[src/rtl/serial_bus_arbiter.sv]
// serial_bus_arbiter: round-robin arbiter for the shared serial bus.
// Issues a registered one-hot grant, tracks ownership through bus_util,
// revokes unused grants after GRANT_TIMEOUT cycles and, when built with
// ARB_SPLIT_EN defined, parks split transactions and gives the split master
// priority once the slave reports completion.
module serial_bus_arbiter #(
    parameter int unsigned MASTER_NO     = 2,
    parameter int unsigned GRANT_TIMEOUT = 16,
    parameter int unsigned MID_W         = $clog2(MASTER_NO)
) (
    input  logic                 clk,
    input  logic                 rst_n,
    input  logic [MASTER_NO-1:0] bus_req,
    input  logic [MASTER_NO-1:0] bus_util,
    input  logic                 s_split,
    input  logic                 s_split_done,
    output logic [MASTER_NO-1:0] bus_grant,
    output logic [MASTER_NO-1:0] split_en,
    output logic [MID_W-1:0]     owner_id,
    output logic                 bus_busy,
    output logic                 split_pending
);

    localparam int unsigned CNT_W = $clog2(GRANT_TIMEOUT);

`ifdef ARB_SPLIT_EN
    localparam bit SPLIT_EN = 1'b1;
`else
    localparam bit SPLIT_EN = 1'b0;
`endif

    typedef enum logic [1:0] {
        IDLE    = 2'd0,
        GRANTED = 2'd1,
        BUSY    = 2'd2
    } state_t;

    state_t               state_q, state_d;
    logic [CNT_W-1:0]     cnt_q, cnt_d;
    logic [MID_W-1:0]     last_owner_q, last_owner_d;
    logic [MID_W-1:0]     split_id_q, split_id_d;
    logic                 split_prio_q, split_prio_d;
    logic [MASTER_NO-1:0] grant_d;
    logic [MASTER_NO-1:0] split_en_d;
    logic [MID_W-1:0]     owner_d;
    logic                 busy_d;
    logic                 pend_d;

    logic [MASTER_NO-1:0] elig_c;
    logic [MID_W-1:0]     cand_c;
    logic [MID_W-1:0]     win_id_c;
    logic                 win_c;
    logic                 split_hit_c;
    logic                 timeout_c;

    // Active split request from the owner: only honoured while the owner still uses the bus
    assign split_hit_c = SPLIT_EN && s_split && !split_pending && bus_util[owner_id];
    assign timeout_c   = (cnt_q == CNT_W'(GRANT_TIMEOUT - 1));

    // Arbitration: split-priority master first, else round robin after last_owner
    always_comb begin
        elig_c   = bus_req;
        cand_c   = '0;
        win_c    = 1'b0;
        win_id_c = '0;
        if (SPLIT_EN && split_pending) begin
            elig_c[split_id_q] = 1'b0;
        end
        if (SPLIT_EN && split_prio_q && bus_req[split_id_q]) begin
            win_c    = 1'b1;
            win_id_c = split_id_q;
        end else begin
            for (int unsigned i = 1; i <= MASTER_NO; i++) begin
                cand_c = MID_W'((32'(last_owner_q) + i) % MASTER_NO);
                if (!win_c && elig_c[cand_c]) begin
                    win_c    = 1'b1;
                    win_id_c = cand_c;
                end
            end
        end
    end

    // Next-state logic
    always_comb begin
        state_d = state_q;
        case (state_q)
            IDLE: begin
                if (win_c) begin
                    state_d = GRANTED;
                end
            end
            GRANTED: begin
                if (bus_util[owner_id]) begin
                    state_d = BUSY;
                end else if (!bus_req[owner_id] || timeout_c) begin
                    state_d = IDLE;
                end
            end
            BUSY: begin
                if (!bus_util[owner_id] || split_hit_c) begin
                    state_d = IDLE;
                end
            end
            default: state_d = IDLE;
        endcase
    end

    // Next values of the registered outputs and bookkeeping state
    always_comb begin
        grant_d      = bus_grant;
        split_en_d   = '0;
        owner_d      = owner_id;
        pend_d       = split_pending;
        cnt_d        = cnt_q;
        last_owner_d = last_owner_q;
        split_id_d   = split_id_q;
        split_prio_d = split_prio_q;
        busy_d       = (state_d != IDLE);

        case (state_q)
            IDLE: begin
                cnt_d   = '0;
                grant_d = '0;
                if (win_c) begin
                    grant_d[win_id_c] = 1'b1;
                    owner_d           = win_id_c;
                    last_owner_d      = win_id_c;
                    if (win_id_c == split_id_q) begin
                        split_prio_d = 1'b0;
                    end
                end
            end
            GRANTED: begin
                if (bus_util[owner_id]) begin
                    cnt_d = '0;
                end else if (!bus_req[owner_id] || timeout_c) begin
                    grant_d = '0;
                    cnt_d   = '0;
                end else begin
                    cnt_d = cnt_q + CNT_W'(1);
                end
            end
            BUSY: begin
                if (!bus_util[owner_id]) begin
                    grant_d = '0;
                end else if (split_hit_c) begin
                    grant_d              = '0;
                    split_en_d[owner_id] = 1'b1;
                    split_id_d           = owner_id;
                    pend_d               = 1'b1;
                end
            end
            default: begin
                grant_d = '0;
                cnt_d   = '0;
            end
        endcase

        // Completion is ignored when it collides with a new split request
        if (SPLIT_EN && s_split_done && split_pending && !s_split) begin
            pend_d       = 1'b0;
            split_prio_d = 1'b1;
        end
    end

    // State and output registers
    always_ff @(posedge clk or negedge rst_n) begin
        if (!rst_n) begin
            state_q       <= IDLE;
            cnt_q         <= '0;
            last_owner_q  <= MID_W'(MASTER_NO - 1);
            split_id_q    <= '0;
            split_prio_q  <= 1'b0;
            bus_grant     <= '0;
            split_en      <= '0;
            owner_id      <= '0;
            bus_busy      <= 1'b0;
            split_pending <= 1'b0;
        end else begin
            state_q       <= state_d;
            cnt_q         <= cnt_d;
            last_owner_q  <= last_owner_d;
            split_id_q    <= split_id_d;
            split_prio_q  <= split_prio_d;
            bus_grant     <= grant_d;
            split_en      <= split_en_d;
            owner_id      <= owner_d;
            bus_busy      <= busy_d;
            split_pending <= pend_d;
        end
    end

endmodule

[config.mk]
export PLATFORM = sky130hd
export DESIGN_NAME = serial_bus_arbiter
export DESIGN_NICKNAME = d
export VERILOG_FILES = /design/src/rtl/serial_bus_arbiter.sv
export SDC_FILE = /design/constraint.sdc
export NUM_CORES = 1
export LEC_CHECK = 0
export BUFFER_PORTS_ARGS = -buffer_cell sky130_fd_sc_hd__buf_2
export CAP_MARGIN = 20
export CORE_AREA = 2 2 39 41
export CTS_CLUSTER_DIAMETER = 200
export DETAILED_ROUTE_END_ITERATION = 8
export DIE_AREA = 0 0 41 43
export PLACE_DENSITY = 0.6
export SYNTH_ARGS = -nofsm -noshare
export SYNTH_HDL_FRONTEND = slang
export SYNTH_SLANG_ARGS = --single-unit
[constraint.sdc]
create_clock -name clk -period 1.7 [get_ports clk]
set_input_delay 0.085 -clock clk [delete_from_list [all_inputs] [get_ports clk]]
set_output_delay 0.085 -clock clk [all_outputs]
set_load 0.02 [all_outputs]
==> Word-level counts from Yosys, hierarchy flattened <==
Index checks and enable logic that the tools add are counted.
{ "word_totals": {"out_inout_bits": 7, "inputBits": 8, "regBits": 11, "word_cells": 56} }
{ "classes": {"n_eq_ne": 6, "n_mux": 27, "addsub": 3, "n_lt_le_gt_ge": 5, "reduce_logical": 9} }
{ "ops": {"columns": ["operator", "n"], "rows": [
  ["$mux W2", 8],
  ["$mux W1", 13],
  ["$pmux W2 S3", 2],
  ["$lt A1 B2 Y1 const B", 4],
  ["$mux W4", 2],
  ["$pmux W4 S2", 1],
  ["$ne A2 B2 Y1 const B", 3],
  ["$add A4 B1 Y4 const B", 1],
  ["$eq A4 B4 Y1 const B", 1],
  ["$reduce_and A3 Y1", 1],
  ["$add A1 B1 Y1 const B", 2],
  ["$eq A2 B1 Y1 const B", 1],
  ["$eq A2 B2 Y1 const B", 1],
  ["$logic_and A1 B1 Y1", 2],
  ["$logic_not A1 Y1", 2],
  ["$logic_not A2 Y1", 1],
  ["$reduce_and A2 Y1", 1],
  ["$reduce_bool A2 Y1", 1],
  ["$demux W1 S1", 1],
  ["$ge A1 B1 Y1 const B", 1],
  ["$logic_or A1 B1 Y1", 1]
]} }

==> Longest topological paths before layout <==
{ "depth": {"word_depth": 13, "mapped_depth": 4, "ltp_nobuf": 4} }

==> Least setup slack after synthesis <==
OpenSTA, ideal clock, no wires.
{ "synth_path": {"path_type": "register to register", "from": "register owner_id", "to": "register bus_grant[1]", "required_time_ps": 1582, "path_stages_with_launch": 5, "arrival_ps": 1197, "setup_slack_ps": 385, "path_cell_list": "dfrtp_1 > mux2i_2 > a21oi_2 > a21o_1 > a21o_1"} }
{ "synth_via": {"elab_chain_len": 6} }
{ "synth_rtl": {"columns": ["item", "line_no", "text"], "rows": [
  ["from (decl)", "19", "output logic [MID_W-1:0] owner_id,"],
  ["from (signal assigned)", "187", "owner_id <= owner_d;"],
  ["$mux W1 (not written as such) (2 in series)", "136", "end else if (!bus_req[owner_id] || timeout_c) begin"],
  ["$logic_not A1 Y1", "136", null],
  ["$logic_or A1 B1 Y1", "136", null],
  ["$ne A2 B2 Y1 (no line)", null, null],
  ["$reduce_and A3 Y1 (no line) (*)", null, null],
  ["to (signal assigned)", "185", "bus_grant <= grant_d;"],
  ["to (decl)", "17", "output logic [MASTER_NO-1:0] bus_grant,"]
]} }
Mark *: on every way between the ends. The rest lies on a longest branch, timed or not. The select of a mux whose other input is x is not followed.
A chain may end at the register's enable or synchronous reset.

==> Worst setup path after layout <==
Ends and elaborated chain as after synthesis.

==> flow_metrics.env <==
export IMPL_clk_pin_slew_ns=0.07
export IMPL_fin_crit_sh=0.7689
export IMPL_final_common_cell="dfrtp_1"
export IMPL_routed_wl_um=881
export IMPL_hold_class="primary input to register"
export IMPL_cts_setup_buffers=0
export IMPL_path_cells="mux2i_2 > a21oi_2 > a21o_1 > a21o_1"
export IMPL_core_sq_mm=0.001384
export IMPL_finalHoldViolations=0
export IMPL_synth_seq_cells=11
export IMPL_final_nets=74
export IMPL_status="finished clean"
export IMPL_clk_latency_ns=0.27
export IMPL_dr_pass1_iters=3
export IMPL_drc=0
export IMPL_grt_pass1_wl_mm=1.524
export IMPL_synthTopCellsByArea="dfrtp_1 (47%), dfstp_2 (4.9%), a21o_1 (4.2%)"
export IMPL_p_leak_uw=0.0003119
export IMPL_powerDensity_mw_per_mm2=1535
export IMPL_slowest_stage="dfrtp_1"
export IMPL_vias_per_cell=4.988
export IMPL_synth_top_area_cell="dfrtp_1"
export IMPL_dpl_cell_area_sq_um=585.6
export IMPL_peakVddDrop_mv=0.5770
export IMPL_hold_buffers=1
export IMPL_clockBufferDepth=2
export IMPL_stdcell_area_sq_um=621.8
export IMPL_seq_area_frac_synth=0.5164
export IMPL_setup_viol=0
export IMPL_antenna_cells=0
export IMPL_cts_sinks=11
export IMPL_timing_fmax_mhz=765.0
export IMPL_initial_core_util=0.3870
export IMPL_cts_buffers=3
export IMPL_slew_violations=0
export IMPL_dieArea_sq_mm=0.001763
export IMPL_max_slew_margin=0.6310
export IMPL_endpoint_kind="register"
export IMPL_io_buffers=9
export IMPL_rsz0062_at_grt="no"
export IMPL_gp_congestion=0.6622
export IMPL_cts_root_buffer="clkbuf_4"
export IMPL_grt_max_degree=12
export IMPL_crit_type="register to register"
export IMPL_area_delta_synth_final_pct=16.12
export IMPL_cp_max_fo=4
export IMPL_yosys_area_top_type_share=0.4673
export IMPL_antenna_left=0
export IMPL_grt_pass1_vias=367
export IMPL_die_w_um=41
export IMPL_ys_warn_count=0
export IMPL_cpPeakStageDelay_ns=0.42
export IMPL_drv_cap=0
export IMPL_yosysUniqueCellTypes=28
export IMPL_syn_inst=51
export IMPL_grt_total_usage=0.1401
export IMPL_worst_endpoint_required_ns=1.87
export IMPL_antenna_found_initial=0
export IMPL_drtIter0Drc=1
export IMPL_crit_buf_inv=0
export IMPL_cts_htree_levels=1
export IMPL_num_vias=399
export IMPL_die_h_um=43
export IMPL_skew_ns=0.0005844
export IMPL_start_kind="register"
export IMPL_crit_family="compound AO/OA/AOI/OAI gates"
export IMPL_crit_top_cell="a21o_1"
export IMPL_boundaryPins=15
export IMPL_grt_overflow=0
export IMPL_hpwl_um=649.2
export IMPL_critPathArrivalTime_ns=1.47
export IMPL_worst_hold_slack_ns=0.1648
export IMPL_fin_crit_ns=1.307
export IMPL_cts_resized=0
export IMPL_cts_tree="done"
export IMPL_drive_gt1_frac=0.2813
export IMPL_num_rows=14
export IMPL_routedWlPerCell_um=11.01
export IMPL_tightestPinTransition_ns=0.5477
export IMPL_final_cell_mix="dfrtp_1 (10), buf_2 (9), nand2_1 (6)"
export IMPL_finalSetupTns_ns=0
export IMPL_synth_area_sq_um=535.5
export IMPL_synth_area_per_cell_sq_um=10.50
## cell families after synthesis
logic type               after synthesis  share of synthesized area
flip-flops                            11                     0.5164
other                                  1                   0.007003
multiplexers                           2                    0.04439
AO/OA/AOI/OAI                         13                     0.1659
AND/OR/NAND/NOR                       19                     0.1939
adder cells (fa/ha/maj)                1                    0.02336
buffers and inverters                  4                    0.04906
## worst paths after layout
| path | to | cells after the start | startpoint | slack, ns |
|---|---|---|---|---|
| max | bus_grant[1]$_DFFE_PN0P_ | 4 | owner_id$_DFFE_PN0P_ | 0.39 |
| min | bus_grant[0]$_DFFE_PN0P_ | 3 | bus_req[0] | 0.16 |
| min in group asynchronous | cnt_q[1]$_DFFE_PN0P_ | 2 | rst_n | 0.20 |
| max reg2reg | bus_grant[1]$_DFFE_PN0P_ | 4 | owner_id$_DFFE_PN0P_ | 0.39 |
| max in group asynchronous | last_owner_q$_DFFE_PN1P_ | 2 | rst_n | 1.24 |
| min reg2reg | bus_grant[1]$_DFFE_PN0P_ | 1 | bus_grant[1]$_DFFE_PN0P_ | 0.47 |
## routing by layer
layer,up-vias,track usage,share of wire
met2,10,0.1781,0.46
met1,186,0.1600,0.45
met5,-,0,0
li1,199,-,-
met4,0,0.1200,0.034
met3,4,0.07853,0.049
## worst register-to-register path: stages, from the launching register on
cell and delay, ns:
dfrtp_1 0.42, mux2i_2 0.33, a21oi_2 0.08, a21o_1 0.19, a21o_1 0.18
## power breakdown
part           internal [uW]  switching [uW]  total [uW]
combinational            151             208         359
clock                   91.0            88.9         180
sequential               356            59.8         415
## metrics by stage
| stage | utilization | instances | power, uW | worst slack [ns] |
|---|---|---|---|---|
| after floorplan | - | 53 | 687.2 | 0.3847 |
| after global placement | 0.4231 | 75 | 778.1 | 0.3971 |
| after detailed placement | 0.4231 | 75 | 781.7 | 0.3721 |
| after CTS | 0.4494 | 80 | 970.5 | 0.3595 |
| after global routing | 0.4494 | 80 | 1038 | 0.3119 |
| final | 0.4494 | 80 | 954.6 | 0.3928 |
## state kept, by name, indices dropped and copies added (netlist names)
name / count
bus_busy: 1
state_q: 2
owner_id: 1
last_owner_q: 1
bus_grant: 2
cnt_q: 4
## synth_stat cells (all sizes together)
cell,count
dfrtp,10
nand2,6
a21o,4
o21ai,4
buf,3
nand3,3
a21oi,2
mux2i,2
nand2b,2
nor2,2
nor2b,2
a21boi,1
and2,1
conb,1
dfstp,1
ha,1
inv,1
nand3b,1
nor3,1
nor3b,1
o211ai,1
o2bb2ai,1
## final cells by class
type	count	area, sq um
repair buffers	10	55.05
flip-flops and latches	11	276.5
well taps	16	20.02
inverters	1	3.754
multi-input cells	38	240.2
fillers	150	762.0
clock buffers	4	26.28
Power figures use the tool's default switching activity.
